===== src/rtl/forwarding_hazard_ctrl.sv =====
// forwarding_hazard_ctrl
// Control side of the EX-stage operand forwarding muxes in a 5-stage MIPS
// pipeline. It tracks the producers in EX and MEM, registers the operand
// select codes for the next EX instruction, and stalls IF/ID for one cycle
// on a load-use hazard. A taken branch/jump (ex_flush) kills ID instead.
//
// Select encoding: 00 register file, 10 EX/MEM ALU result, 01 MEM/WB data.
//
// Optional build macro FWD_STALL_COUNTER_EN adds the stall_count output,
// a saturating count of load-use stall cycles since reset.
//
// The WB slot is not stored. Nothing here reads it, because the register
// file resolves a same-cycle WB write and ID read by writing first.
// mem_read is also dropped once an instruction leaves EX, because only
// the EX slot can raise a load-use hazard.
module forwarding_hazard_ctrl #(
    parameter int                    REG_ADDR_W  = 5,
    parameter logic [REG_ADDR_W-1:0] ZERO_REG    = '0
`ifdef FWD_STALL_COUNTER_EN
    , parameter int                  STALL_CNT_W = 16
`endif
) (
    input  logic                  clk,
    input  logic                  reset,
    input  logic                  id_valid,
    input  logic [REG_ADDR_W-1:0] id_rs,
    input  logic [REG_ADDR_W-1:0] id_rt,
    input  logic                  id_uses_rt,
    input  logic [REG_ADDR_W-1:0] id_dest,
    input  logic                  id_reg_write,
    input  logic                  id_mem_read,
    input  logic                  ex_flush,
    output logic                  pc_write_en,
    output logic                  ifid_write_en,
    output logic                  idex_bubble,
    output logic [1:0]            fwd_a_sel,
    output logic [1:0]            fwd_b_sel
`ifdef FWD_STALL_COUNTER_EN
    , output logic [STALL_CNT_W-1:0] stall_count
`endif
);

    localparam logic [1:0] SEL_RF  = 2'b00;
    localparam logic [1:0] SEL_EXM = 2'b10;
    localparam logic [1:0] SEL_MWB = 2'b01;

    logic [REG_ADDR_W-1:0] ex_dest;
    logic                  ex_reg_write;
    logic                  ex_mem_read;
    logic [REG_ADDR_W-1:0] mem_dest;
    logic                  mem_reg_write;

    logic ex_hit_rs;
    logic ex_hit_rt;
    logic mem_hit_rs;
    logic mem_hit_rt;
    logic hazard;
    logic stall;
    logic [1:0] next_a_sel;
    logic [1:0] next_b_sel;

    // Producer matches, hazard/stall decode and next select codes
    always_comb begin
        ex_hit_rs  = ex_reg_write  && (ex_dest  != ZERO_REG) && (ex_dest  == id_rs);
        ex_hit_rt  = ex_reg_write  && (ex_dest  != ZERO_REG) && (ex_dest  == id_rt) && id_uses_rt;
        mem_hit_rs = mem_reg_write && (mem_dest != ZERO_REG) && (mem_dest == id_rs);
        mem_hit_rt = mem_reg_write && (mem_dest != ZERO_REG) && (mem_dest == id_rt) && id_uses_rt;

        hazard        = id_valid && ex_mem_read && (ex_hit_rs || ex_hit_rt);
        stall         = hazard && !ex_flush;
        pc_write_en   = !stall;
        ifid_write_en = !stall;
        idex_bubble   = stall || ex_flush || !id_valid;

        // The newest producer (EX) takes priority over MEM
        next_a_sel = SEL_RF;
        next_b_sel = SEL_RF;
        if (!idex_bubble) begin
            if (ex_hit_rs)       next_a_sel = SEL_EXM;
            else if (mem_hit_rs) next_a_sel = SEL_MWB;
            if (ex_hit_rt)       next_b_sel = SEL_EXM;
            else if (mem_hit_rt) next_b_sel = SEL_MWB;
        end
    end

    // Advance the tracking slots and register the selects for the new EX instruction
    always_ff @(posedge clk) begin
        if (reset) begin
            ex_dest       <= '0;
            ex_reg_write  <= 1'b0;
            ex_mem_read   <= 1'b0;
            mem_dest      <= '0;
            mem_reg_write <= 1'b0;
            fwd_a_sel     <= SEL_RF;
            fwd_b_sel     <= SEL_RF;
        end else begin
            mem_dest      <= ex_dest;
            mem_reg_write <= ex_reg_write;
            if (idex_bubble) begin
                ex_dest      <= '0;
                ex_reg_write <= 1'b0;
                ex_mem_read  <= 1'b0;
            end else begin
                ex_dest      <= id_dest;
                ex_reg_write <= id_reg_write;
                ex_mem_read  <= id_mem_read;
            end
            fwd_a_sel <= next_a_sel;
            fwd_b_sel <= next_b_sel;
        end
    end

`ifdef FWD_STALL_COUNTER_EN
    // Count stall cycles and hold at all-ones instead of wrapping
    always_ff @(posedge clk) begin
        if (reset) begin
            stall_count <= '0;
        end else if (stall && (stall_count != {STALL_CNT_W{1'b1}})) begin
            stall_count <= stall_count + 1'b1;
        end
    end
`endif

endmodule

===== config.mk =====
export PLATFORM = sky130hd
export DESIGN_NAME = forwarding_hazard_ctrl
export DESIGN_NICKNAME = d
export VERILOG_FILES = /design/src/rtl/forwarding_hazard_ctrl.sv
export SDC_FILE = /design/constraint.sdc
export NUM_CORES = 1
export LEC_CHECK = 0
export ABC_AREA = 1
export CAP_MARGIN = 0
export CORE_MARGIN = 4
export CORE_UTILIZATION = 47
export DETAILED_ROUTE_END_ITERATION = 16
export PLACE_DENSITY = 0.82
export REMOVE_ABC_BUFFERS = 1
export SYNTH_ARGS = -nofsm -noshare
export SYNTH_HDL_FRONTEND = slang
export SYNTH_SLANG_ARGS = --single-unit

===== constraint.sdc =====
create_clock -name clk -period 2.25 [get_ports clk]
set_clock_uncertainty 0.05 [all_clocks]
set_input_delay 0.45 -clock clk [delete_from_list [all_inputs] [get_ports clk]]
set_output_delay 0.45 -clock clk [all_outputs]
set_load 0.05 [all_outputs]

# ---- After elaboration in Yosys (flattened, before gate mapping)
# Cells that the tools add are included.
dict set report word_totals {
  regBits 17
  in_bits 22
  elab_cells 39
}
dict set report op_classes {
  eq_ne 4
  mux 4
  reduce_logical 22
}
# op count
set ops {}
lappend ops {{5-bit == test} 4}
lappend ops {{1-bit logical AND} 11}
lappend ops {{5-bit nonzero test} 2}
lappend ops {{3-bit OR reduction} 2}
lappend ops {{2-bit two-way mux} 2}
lappend ops {{1-bit zero test} 3}
lappend ops {{1-bit logical OR} 3}
lappend ops {{1-bit two-way mux} 2}
lappend ops {{2-bit OR reduction} 1}

# ---- Depth between registers and ports, before layout
dict set report depth {
  word_depth 10
  ltp_mapped 11
  ltp_nobuf 10
}

# ---- Worst setup path before layout
# No wires, ideal clock.
dict set report synth_path {
  path_kind {input to output}
  from {input port id_rt[1]}
  to {output port pc_write_en}
  t_arrival_ps 1671
  required_ps 1750
  path_slack_ps 79
  path_stages 8
  path_buffers 1
  path_cell_list {inv_1 > nor2_1 > nor3_1 > nand3_1 > nand2_1 > nand2_2 > or2_1 > buf_4}
}
dict set report synth_via {
  elab_chain_cells 7
}
# element line_no
set synth_rtl {}
lappend synth_rtl {{from (decl)} 27} ;# input logic [REG_ADDR_W-1:0] id_rt,
lappend synth_rtl {{5-bit == test} 65} ;# ex_hit_rt = ex_reg_write && (ex_dest != ZERO_REG) && (ex_dest == id_rt) && id_uses_rt;
lappend synth_rtl {{1-bit logical AND (2 in a row)} 65}
lappend synth_rtl {{1-bit logical OR} 69} ;# hazard = id_valid && ex_mem_read && (ex_hit_rs || ex_hit_rt);
lappend synth_rtl {{1-bit logical AND} 69}
lappend synth_rtl {{1-bit logical AND} 70} ;# stall = hazard && !ex_flush;
lappend synth_rtl {{1-bit zero test} -}
lappend synth_rtl {{to (decl)} 33} ;# output logic pc_write_en,
# No other way between the ends.

# ---- Worst setup path in the final report
dict set report layout_path {
  from {input port id_rs[1]}
  to {output port pc_write_en}
}
dict set report layout_via {
  elab_chain_cells 6
}
# element line_no
set layout_rtl {}
lappend layout_rtl {{from (decl)} 26} ;# input logic [REG_ADDR_W-1:0] id_rs,
lappend layout_rtl {{5-bit == test} 64} ;# ex_hit_rs = ex_reg_write && (ex_dest != ZERO_REG) && (ex_dest == id_rs);
lappend layout_rtl {{1-bit logical AND} 64}
lappend layout_rtl {{1-bit logical OR} 69}
lappend layout_rtl {{1-bit logical AND} 69}
lappend layout_rtl {{1-bit logical AND} 70}
lappend layout_rtl {{1-bit zero test} 71} ;# pc_write_en = !stall;
# No other way between the ends.

==> out/results.ini <==
[route]
ant_nets=0
wl_per_cell_um=11.3
wirelength_mm=2.16
via_per_inst=4.66
firstDrtPassIters=4
drtIter0Drc=22
route.detailed.drc=0
num_vias=886

[critical_path]
start_kind=input port
crit_fanout=3
worstSetupEndpointType=output port
crit_type=input port to output port
arrival_ns=1.76
regToRegSetupSlack_ns=0.72
worstPathRequired_ns=1.75

[sta]
rsz0062_at_grt=yes
clock.fmax_ghz=0.443
tns_ns=-0.0113
fin_crit_sh=1.00
worst_slack_ns=-0.00634
tightestPinTransition_ns=0.508
setup_viol=2
period_minus_slack_ns=2.26
hold_slack_ns=0.369
slew_viol_final=0
timing.slew.headroom=0.660
final_hold_viol_count=0

[logic_synthesis]
syn_area_per_cell_um2=6.82
netlist_instances=123
yosys_warnings=0
yosysTopAreaCellShare=0.406
yosysUniqueCellTypes=18
synthesis.area_um2=838
synth_seq_cells=17
synthTopCellsByArea=dfxtp_1 (41%), nor2_1 (13%), inv_1 (11%)
synth_top_cell_by_area=dfxtp_1
ys_seq_area_frac=0.406

[global_routing]
gr-usage-all-layers=0.191
antenna_found_initial=0
grt_overflow_total=0
grt_pass1_vias=932
grt_pass1_wl_mm=3.79
grt_max_degree=12

[place]
dp_hpwl_mm=1.70
portBuffers=28
gp_congestion=0.897
place_ws_ns=-0.167

[clock_tree]
cts_tree=built
cts_inserted_buffers=3
clockRootBuffer=clkbuf_4
clock_latency_ns=0.29
clk_pin_slew_ns=0.10
clk_path_buf_depth=2
htreeDepth=1
cts_num_sinks=17

[floorplan]
die_y_um=50.2
fp.coreArea_um2=1590
rows=14
dieArea_um2=2520
start_util=0.526
ios=29
die_x_um=50.2

[pwr]
p_total_uw=580
pwr_density_cell_nw_per_um2=451
power_leakage_uw=0.000637
ir_worst_vdd_v=0.000377

[cells_and_area]
antenna_cells=0
layout_common_cells=nor2_1 (28), inv_1 (21), nand2_1 (20)
post-route-util=0.807
syn_to_final_growth_pct=53.4
nets=189
layout_commonest_cell=nor2_1
drive_gt1_frac=0.211

[outcome]
status=complete, but fails checks
failed_checks=setup timing

[flow_run]
drv_cap=0

[worst_hold_path]
hp-class=flop to flop

-- flip-flops by register name, summed over array words and instances, names as in the netlist --
| name | cells |
|---|---|
| ex_dest | 5 |
| ex_mem_read | 1 |
| ex_reg_write | 1 |
| fwd_a_sel | 2 |
| fwd_b_sel | 2 |
| mem_dest | 5 |
| mem_reg_write | 1 |
-- per-stage QoR --
stage	instances	cell area, µm²
global placement	183	1210
floorplan	121	820
CTS	189	1270
detailed placement	183	1210
finish	190	1290
global route	190	1290
-- per-layer routing --
metal  global-route usage  part of all wire  vias to the layer above
met5                    0                 0                        -
met1                0.203              0.38                      384
met3               0.0503             0.072                        8
li1                     -                 -                      454
met2                0.354              0.53                       40
met4               0.0737             0.024                        0
-- synthesized netlist by cell type --
cell and n:
a211oi_1 1, a21boi_1 1, buf_4 1, buf_6 1, dfxtp_1 17, inv_1 25
nand2_1 22, nand2_2 1, nand3_1 8, nand3_2 1, nand4_1 1, nor2_1 28
nor3_1 2, o21ai_0 2, o22ai_1 1, or2_1 1, xnor2_1 5, xor2_1 5
-- final timing paths --
path                     start            end  cells after the start
setup / recovery      id_rs[1]    pc_write_en                     11
hold / removal    ex_reg_write  mem_reg_write                      2
setup reg to reg    ex_dest[1]     ex_dest[3]                     11
hold reg to reg   ex_reg_write  mem_reg_write                      2
-- report_power, final --
| part | switching, µW | internal [µW] |
|---|---|---|
| Combinational | 46.9 | 58.3 |
| Sequential | 4.82 | 305 |
| Clock | 98.6 | 66.2 |
| Total | 150 | 430 |
-- area by class of cell --
class / count / area [µm²]
Timing Repair Buffer: 41 / 385
Clock buffer: 3 / 22.5
Sequential cell: 17 / 348
Clock inverter: 1 / 5.00
Tap cell: 24 / 30.0
Multi-Input combinational cell: 79 / 402
Inverter: 25 / 93.8
Fill cell: 106 / 308
-- logic make-up after synthesis --
kind of cell	Yosys count	share of synthesized area
AOI/OAI and AO/OA	5	0.0373
and+or+nand+nor	64	0.318
DFF	17	0.406
xor gates and xnor gates	10	0.104
buffers and inverters	27	0.134
-- worst max-delay path, stage by stage --
cell and delay (ns):
dlygate4sd2_1 0.26, inv_1 0.07, nand2_1 0.06, nand2_1 0.07
nand2_1 0.07, nor2_1 0.12, nand3_1 0.11, nand2_1 0.09
nand2_2 0.05, or2_4 0.24, buf_8 0.15
-- what timing repair did --
| item | CTS | global route |
|---|---|---|
| endpoints found under the setup margin | 3 | 3 |
| hold buffers | 0 | 0 |
| gates resized for setup | 21 | 9 |
| pin swaps | 8 | 7 |
| setup buffers | 2 | 1 |
Note: power is estimated with default switching activity, not from simulation.
